<file path="src/rtl/bta_accum_ctrl.sv">
// bta_accum_ctrl: job sequencer for the shared 4-operand binary-tree adder.
// It takes 1..NMAX operands from a valid/ready stream and packs them into
// groups of four. Each group is issued to the adder, and the adder's group
// sums are accumulated into a wide result.
// Ports:
//   clk, rst               rising-edge clock, async active-high reset
//   start, count           job request; count is latched when start is accepted
//   in_valid/in_data       operand stream; in_ready = accepted this cycle
//   busy                   job in progress (COLLECT/ISSUE/WAIT)
//   add_a..add_d, add_cin  adder operands (slot regs 0..3), carry-in tied 0
//   add_vld                one-cycle issue strobe
//   add_sum                adder group sum (valid ADD_LAT clocks after issue)
//   done, result           done pulse; result held until the next accepted start
//   err                    one-cycle pulse on an illegal count
module bta_accum_ctrl #(
  parameter int unsigned W       = 16,
  parameter int unsigned NMAX    = 64,
  parameter int unsigned ADD_LAT = 1,
  parameter int unsigned ACC_W   = W + $clog2(NMAX)
) (
  input  logic                    clk,
  input  logic                    rst,
  input  logic                    start,
  input  logic [$clog2(NMAX):0]   count,
  input  logic                    in_valid,
  input  logic [W-1:0]            in_data,
  output logic                    in_ready,
  output logic                    busy,
  output logic [W-1:0]            add_a,
  output logic [W-1:0]            add_b,
  output logic [W-1:0]            add_c,
  output logic [W-1:0]            add_d,
  output logic                    add_cin,
  output logic                    add_vld,
  input  logic [W+1:0]            add_sum,
  output logic                    done,
  output logic [ACC_W-1:0]        result,
  output logic                    err
);

  localparam int unsigned CW       = $clog2(NMAX) + 1;
  localparam int unsigned LCW      = (ADD_LAT > 1) ? $clog2(ADD_LAT) : 1;
  localparam bit          COMB_ADD = (ADD_LAT == 0);

  typedef enum logic [2:0] {
    S_IDLE    = 3'd0,
    S_COLLECT = 3'd1,
    S_ISSUE   = 3'd2,
    S_WAIT    = 3'd3,
    S_DONE    = 3'd4
  } state_t;

  state_t           state, state_n;
  logic [CW-1:0]    rem;
  logic [2:0]       idx;
  logic [LCW-1:0]   cnt;
  logic [W-1:0]     slot [4];
  logic [ACC_W-1:0] acc;

  logic idle_like_c, start_ok_c, start_bad_c, hs_c, sample_c;

  assign add_a   = slot[0];
  assign add_b   = slot[1];
  assign add_c   = slot[2];
  assign add_d   = slot[3];
  assign add_cin = 1'b0;

  // Next-state decode; the group sum is sampled ADD_LAT clocks after issue.
  always_comb begin
    state_n     = state;
    idle_like_c = (state == S_IDLE) || (state == S_DONE);
    start_ok_c  = idle_like_c && start && (count != '0) && (count <= CW'(NMAX));
    start_bad_c = idle_like_c && start && !start_ok_c;
    hs_c        = in_valid && in_ready;
    sample_c    = ((state == S_ISSUE) && COMB_ADD) ||
                  ((state == S_WAIT) && (cnt == '0));
    case (state)
      S_IDLE, S_DONE: begin
        if (start_ok_c)            state_n = S_COLLECT;
        else                       state_n = S_IDLE;
      end
      S_COLLECT: begin
        if (hs_c && ((idx == 3'd3) || (rem == CW'(1)))) state_n = S_ISSUE;
      end
      S_ISSUE: begin
        if (!COMB_ADD)             state_n = S_WAIT;
        else if (rem == '0)        state_n = S_DONE;
        else                       state_n = S_COLLECT;
      end
      S_WAIT: begin
        if (sample_c)              state_n = (rem == '0) ? S_DONE : S_COLLECT;
      end
      default:                     state_n = S_IDLE;
    endcase
  end

  // State, datapath and registered status outputs.
  always_ff @(posedge clk or posedge rst) begin
    if (rst) begin
      state    <= S_IDLE;
      rem      <= '0;
      idx      <= '0;
      cnt      <= '0;
      acc      <= '0;
      result   <= '0;
      in_ready <= 1'b0;
      busy     <= 1'b0;
      add_vld  <= 1'b0;
      done     <= 1'b0;
      err      <= 1'b0;
      for (int i = 0; i < 4; i++) slot[i] <= '0;
    end else begin
      state    <= state_n;
      in_ready <= (state_n == S_COLLECT);
      busy     <= (state_n == S_COLLECT) || (state_n == S_ISSUE) || (state_n == S_WAIT);
      add_vld  <= (state_n == S_ISSUE);
      done     <= (state_n == S_DONE);
      err      <= start_bad_c;

      if (start_ok_c) begin
        rem <= count;
        acc <= '0;
        idx <= '0;
        for (int i = 0; i < 4; i++) slot[i] <= '0;
      end

      if ((state == S_COLLECT) && hs_c) begin
        slot[idx[1:0]] <= in_data;
        idx            <= 3'(idx + 3'd1);
        rem            <= CW'(rem - CW'(1));
      end

      if ((state == S_ISSUE) && !COMB_ADD) cnt <= LCW'(ADD_LAT - 1);
      if ((state == S_WAIT) && (cnt != '0)) cnt <= LCW'(cnt - LCW'(1));

      // Accumulate; either finish the job or clear slots for the next group.
      if (sample_c) begin
        acc <= acc + ACC_W'(add_sum);
        if (rem == '0) begin
          result <= acc + ACC_W'(add_sum);
        end else begin
          idx <= '0;
          for (int i = 0; i < 4; i++) slot[i] <= '0;
        end
      end
    end
  end

endmodule

</file>
<file path="config.mk">
export PLATFORM = sky130hd
export DESIGN_NAME = bta_accum_ctrl
export DESIGN_NICKNAME = d
export VERILOG_FILES = /design/src/rtl/bta_accum_ctrl.sv
export SDC_FILE = /design/constraint.sdc
export NUM_CORES = 1
export LEC_CHECK = 0
export CAP_MARGIN = 30
export CORE_ASPECT_RATIO = 1.2
export CORE_UTILIZATION = 45
export CTS_BUF_LIST = sky130_fd_sc_hd__clkbuf_8
export DETAILED_ROUTE_END_ITERATION = 7
export GPL_TIMING_DRIVEN = 0
export PLACE_DENSITY = 0.77
export SLEW_MARGIN = 15
export SYNTH_ARGS = -nofsm -noshare
export SYNTH_HDL_FRONTEND = slang
export SYNTH_SLANG_ARGS = --single-unit
</file>
<file path="constraint.sdc">
create_clock -name clk -period 6.8 [get_ports clk]
set_input_delay 2.04 -clock clk [delete_from_list [all_inputs] [get_ports clk]]
set_output_delay 2.04 -clock clk [all_outputs]
set_load 0.01 [all_outputs]
</file>
==> results.ini, run 1 <==
[layout]
syn_to_final_growth_pct=32.6
fin_nets=902
drive_gt1_share_pct=6.17
n_antenna_cell=0
finalCoreUtilization_pct=61.4
stdcell_count=1011
post-route-cell-area_mm2=0.00816

[floorplanning]
die_w_um=109
die_h_um=130
coreArea_mm2=0.0133
ioPinCount=137
row_count=46
die_area_mm2=0.0141
initial_core_util_pct=46.3

[global_routing]
grt_max_degree=87
antenna_found_initial=0
grt_pass1_vias=5330
grt_overflow=0
grt_first_pass_wirelength_um=26800
grt_usage_pct=25.0

[synth]
yosys.area.top_type=dfrtp_1
synth-seq-cells=127
ys_warn_count=0
avgSynthCellArea_um2=9.10
synth_nets=747
synth_area_mm2=0.00615
yosysMostFrequentCell=dfrtp_1
syn_inst=676
yosys-top-cells-area=dfrtp_1 52%, nand3_1 8.1%, nand2_1 7.4%
synthDistinctLibCells=51
synth_top_area_share_pct=51.6
synth_edf_count=0
synth_ff_type=dfrtp_1
synth_common_cells=127 x dfrtp_1, 121 x nand2_1, 99 x nand3_1, 87 x a21oi_1, 50 x o21ai_0
ys_seq_area_share_pct=51.6
postSynth.asyncResetShare_pct=100

[cts]
clkTransAtPathRegs_ns=0.07
cts_setup_buffers=0
cts-root-buf=clkbuf_8
cts_tree=built
worstSkewPairLatency_ns=0.45
clock_sinks=127
cts_resized=0
cts_made_buffers=17
hold_buffers=0
htreeDepth=4
cts.path.max_buffers=2

[place]
place_area_mm2=0.00775
placed_cells=980
dp_hpwl_um=12200
port_buffers=135
place.gp.congestion=0.908

[outcome]
status=complete, no violations

[pwr]
irDropWorstVdd_mv=0.240
p_leak_nw=3.54
powerDensity_mw_per_mm2=389

[setup_path]
critical_path_peak_fanout=6
cp-end-kind=flip-flop
arrival_ns=4.79
crit_required_ns=7.18
rrSetupSlack_ns=4.11
path_cells=clkdlybuf4s50_1, ha_1, fa_1, a21oi_1, o21ai_1, o21ai_0, o31ai_1, a21oi_2, or4_1, nand3_1
critPathLaunch=add_sum[0]
r2r_start=acc[0]
start_kind=primary input
critPathKind=in2reg
cpMaxStageDelayCell=o31ai_1
cpPeakStageDelay_ns=0.59

[sta]
hold_viol=0
fin_worst_skew_ns=0.0136
hold_ws_ns=0.479
tightest_slew_ns=0.608
maxSlewHeadroom_pct=59.0
rsz0062_at_grt=no
post-route-period-util_pct=64.8
maxSlewViolCount=0
fmax_ghz=0.227
period_needed_ns=4.41
finalSetupViolations=0

[drt]
wirelength_um=16700
vias=5527
wl_per_cell_um=16.6
drtPass1Iterations=4
ant_nets=0
drc=0
drtIter0Drc=300
viasPerCell=5.47

[hold_path]
min_path_type=reg2reg
hold_start=result[8]

[job]
cap_violations=0

## metal layers
layer  vias up  wire [µm]  part of all wire, %  GRT usage, %
met2       173       8360                   50          42.2
met3        31       1280                  7.7          8.19
li1       2669          -                    -             -
met5         -          0                    0             0
met1      2654       6740                   40          29.7
met4         0        359                  2.1          9.06
## through the flow
stage	power [mW]	setup TNS, ns	worst slack (ns)
after floorplan	1.88	0	1.38
after global placement	2.46	-59.25	-0.474
after detailed placement	2.50	0	1.95
after CTS	3.19	0	2.43
after global routing	3.39	0	2.23
final	3.17	0	2.39
## final cells by class
cell class / count / area (µm²)
fillers: 1147 / 5130
flip-flops and latches: 127 / 3180
multi-input cells: 489 / 2730
repair buffers: 136 / 1380
clock buffers: 18 / 248
well taps: 168 / 210
plain buffers: 44 / 190
clock inverters: 13 / 165
inverters: 16 / 65.1
## worst max-delay path, delay by kind of cell
family,cells,cell delay (ns)
AOI/OAI and AO/OA,5,1.29
and+or+nand+nor,2,0.58
buffers and inverters,1,0.48
adders and majority gates,2,0.41
## final timing paths
kind	to	cells after the start
max reg2reg	acc[20]	9
min in group asynchronous	add_c[1]	2
min reg2reg	result[8]	2
min	result[8]	2
max	acc[20]	10
max in group asynchronous	state[0]	3
## power breakdown
| part | internal [mW] | switching [mW] | total (mW) |
|---|---|---|---|
| Sequential | 1.01 | 0.163 | 1.17 |
| Combinational | 0.647 | 0.669 | 1.32 |
| Clock | 0.371 | 0.312 | 0.684 |
## layout by cell type, fill, tap and decap left out, types with 3 or more instances in the layout
cell             Yosys  routed
clkdlybuf4s50_1      0     135
dfrtp_1            127     127
nand2_1            121     121
nand3_1             99      99
a21oi_1             87      87
o21ai_0             50      50
clkbuf_1            29      29
ha_1                25      25
clkbuf_8             0      18
inv_1               15      15
xnor2_1             11      11
nor2_1              11      11
buf_2               11      11
and2_1               9       9
or4_1                7       7
xor2_1               7       7
a21o_1               6       6
o211ai_1             6       6
a31oi_1              5       5
nand4_1              4       4
or3_1                4       4
and3_1               3       3
inv_6                0       3
clkinv_4             0       3
clkinvlp_4           0       3
bufinv_16            0       3
## sequential cells by signal (all words and copies together), names as in the netlist, 3 cells and up
register and cells:
idx 3, add_c 16, add_d 16, acc 22, rem 7, add_a 16, state 3, result 22
add_b 16
## kinds of logic (layout without fill, tap and decap cells)
kind of cell	Yosys count	in the layout	synth area share, %
xor+xnor	18	18	2.56
fa+ha+maj	26	26	5.41
buf+inv	60	227	4.07
flops	127	127	51.6
other cells	1	1	0.0609
compound gates	170	170	15.3
simple gates	272	272	20.6
mux	2	2	0.346
Note: power is estimated with default switching activity, not from simulation.
==> inputs of run 2 (changes only) <==
==> constraint.sdc (replaced) <==
create_clock -name clk -period 4.33 [get_ports clk]
set_input_delay 1.299 -clock clk [delete_from_list [all_inputs] [get_ports clk]]
set_output_delay 1.299 -clock clk [all_outputs]
set_load 0.01 [all_outputs]
==> run 2 against run 1 <==
  * Critical path depth is the same
  * Clock skew barely moved
  * Critical path type unchanged
  * Global-route usage is 0.094 points higher
  * Clock power grew 49%
  * Worst setup slack lost 1.8 ns
  * Largest cell class unchanged
  * Highest routed layer unchanged
  * Hold slack about the same
  * Final cell count up 0.40%
  * Register-to-register slack got worse by 2.5 ns
  * Count of clock-buffer cells in the layout fell by 1
  * Non-clock buffer count up 3
  * Utilization is 0.18 points higher
  * Sequential cell count did not move
==> results.ini, run 2 (same netlist as run 1, synthesis figures left out) <==
[hold_path]
min_path_type=reg2reg
min_delay_path_depth=2  ; unchanged
hold_start=result[13]
min_to=result[13]

[floorplanning]
die_w_um=109  ; unchanged
die_area_mm2=0.0141  ; unchanged
ioPinCount=137  ; unchanged
die_h_um=130  ; unchanged
initial_core_util_pct=46.3  ; unchanged
row_count=46  ; unchanged
coreArea_mm2=0.0133  ; unchanged

[setup_path]
r2r_start=acc[0]
critPathKind=in2reg
path_cells=clkdlybuf4s50_1, ha_1, fa_1, a21oi_1, o21ai_1, o21ai_0, o31ai_1, a21oi_2, or4_1, nand3_1
cp-end-kind=flip-flop
crit_required_ns=4.72  ; -2.46 ns
path_buf_inv=1  ; unchanged
critical-path-top-delay-family=compound AO/OA/AOI/OAI gates
rrSetupSlack_ns=1.59  ; -2.52 ns
cpMaxStageDelayCell=o31ai_1
r2r_end=acc[20]
arrival_ns=4.13  ; -0.66 ns
critical_path_peak_fanout=6  ; unchanged
cpPeakStageDelay_ns=0.62  ; +0.03 ns
rr_worst_depth=9  ; unchanged
start_kind=primary input

[sta]
fmax_ghz=0.267
tightest_slew_ns=0.644  ; +0.0362 ns
post-route-period-util_pct=86.3
hold_viol=0  ; unchanged
rsz0062_at_grt=no
fin_worst_skew_ns=0.0133  ; -0.000333 ns
tns_ns=0  ; unchanged
maxSlewViolCount=0  ; unchanged
maxSlewHeadroom_pct=56.7  ; -2.3 points
period_needed_ns=3.74
finalSetupViolations=0  ; unchanged

[pwr]
p_int_mw=3.08  ; +52%
irDropWorstVdd_mv=0.351  ; +46%
p_sw_mw=1.85  ; +62%
comb_power_share_pct=42.0  ; +0.5 points
p_clk_share_pct=20.6  ; -0.9 points
p_leak_nw=3.55  ; +0.14%
powerDensity_mw_per_mm2=603  ; +55%
seqPwrFrac_pct=37.4  ; +0.4 points
swShare_pct=37.5  ; +1.5 points

[place]
place_area_mm2=0.00780  ; +0.66%
dp_hpwl_um=12500  ; +2.4%
port_buffers=135  ; unchanged
place.gp.congestion=0.880  ; -3.0%

[cts]
cts_resized=0  ; unchanged
cts_tree=built
clkTransAtPathRegs_ns=0.08  ; about the same
cts.path.max_buffers=2  ; unchanged
hold_buffers=0  ; unchanged
cts_made_buffers=17  ; unchanged
cts-root-buf=clkbuf_8
htreeDepth=4  ; unchanged
worstSkewPairLatency_ns=0.45  ; about the same
cts_setup_buffers=0  ; unchanged
clock_sinks=127  ; unchanged

[drt]
drtPass1Iterations=5  ; +1
wl_per_cell_um=16.6  ; about the same
drc=0  ; unchanged
wirelength_um=16800  ; +0.44%
ant_nets=0  ; unchanged
drtIter0Drc=253  ; -16%
vias=5519  ; -0.14%
viasPerCell=5.44  ; -0.54%

[global_routing]
grt_max_degree=36  ; -59%
grt_usage_pct=25.1  ; +0.094 points
grt_first_pass_wirelength_um=27000  ; +0.93%
grt_pass1_vias=5374  ; +0.83%
antenna_found_initial=0  ; unchanged
grt_overflow=0  ; unchanged

[layout]
n_antenna_cell=0  ; unchanged
post-route-cell-area_mm2=0.00818  ; +0.29%
layout_commonest_cell=clkdlybuf4s50_1
finalCoreUtilization_pct=61.6  ; +0.18 points
syn_to_final_growth_pct=33.0
drive_gt1_share_pct=6.73  ; +0.56 points
final_cell_mix=135 x clkdlybuf4s50_1, 127 x dfrtp_1, 121 x nand2_1, 99 x nand3_1, 87 x a21oi_1
num-fill-cells=1135  ; -1.0%
top_regs=acc (22), result (22)
fin_nets=905  ; +0.33%

[job]
cap_violations=0  ; unchanged

[outcome]
status=complete, no violations

## run 2: changes by cell type in the layout (fill, tap and decap cells not counted), sizes merged
cell	change
buf	+3
clkinvlp	+1
clkbuf	-1
bufinv	-2
clkinv	-2
inv	+5
## run 2: layer usage
layer / vias to the layer above / part of all wire, % / track usage [%]
met4: 0 / 1.9 / 9.46
met1: 2649 / 42 / 30.3
li1: 2670 / - / -
met2: 177 / 49 / 41.3
met3: 23 / 7.8 / 8.64
met5: - / 0 / 0
## run 2: worst max-delay path by stage
stage	start	cells past startpoint	end
after floorplan	add_sum[0]	9	result[20]
after global placement	add_sum[0]	10	acc[20]
after detailed placement	add_sum[0]	10	acc[20]
after CTS	add_sum[0]	10	acc[20]
after global routing	add_sum[0]	10	acc[20]
final	add_sum[0]	10	acc[20]
## run 2: power by group through the flow
stage,clock network (mW),logic [mW],registers [mW]
finish,1.02,2.07,1.85
global route,1.08,2.30,1.89
CTS,1.03,2.08,1.85
detailed placement,0,2.07,1.86
global placement,0,2.02,1.85
floorplan,0,0.999,1.96
## run 2: worst reg2reg max path: cells and delay by family (launching register included)
kind,cells,cell delay (ns)
flops,1,0.35
fa+ha+maj,2,0.40
simple gates,2,0.60
compound gates,5,1.33
## run 2: metrics by stage
| step | worst slack [ns] | cells | hold slack, ns | power, mW |
|---|---|---|---|---|
| after floorplan | 1.13 | 676 | 0.454 | 2.96 |
| after global placement | 0.245 | 979 | 0.460 | 3.87 |
| after detailed placement | 0.243 | 983 | 0.470 | 3.93 |
| after CTS | 0.704 | 1015 | 0.487 | 4.96 |
| after global routing | 0.453 | 1015 | 0.508 | 5.27 |
| final | 0.591 | 1015 | 0.480 | 4.94 |
## run 2: final cells by class
cell class	instances	area, µm²	share of cell area [%]
well taps	168	210	2.57
clock buffers	17	234	2.86
inverters	16	63.8	0.780
plain buffers	44	190	2.32
multi-input cells	489	2730	33.3
flip-flops and latches	127	3180	38.8
clock inverters	15	151	1.85
repair buffers	139	1430	17.5
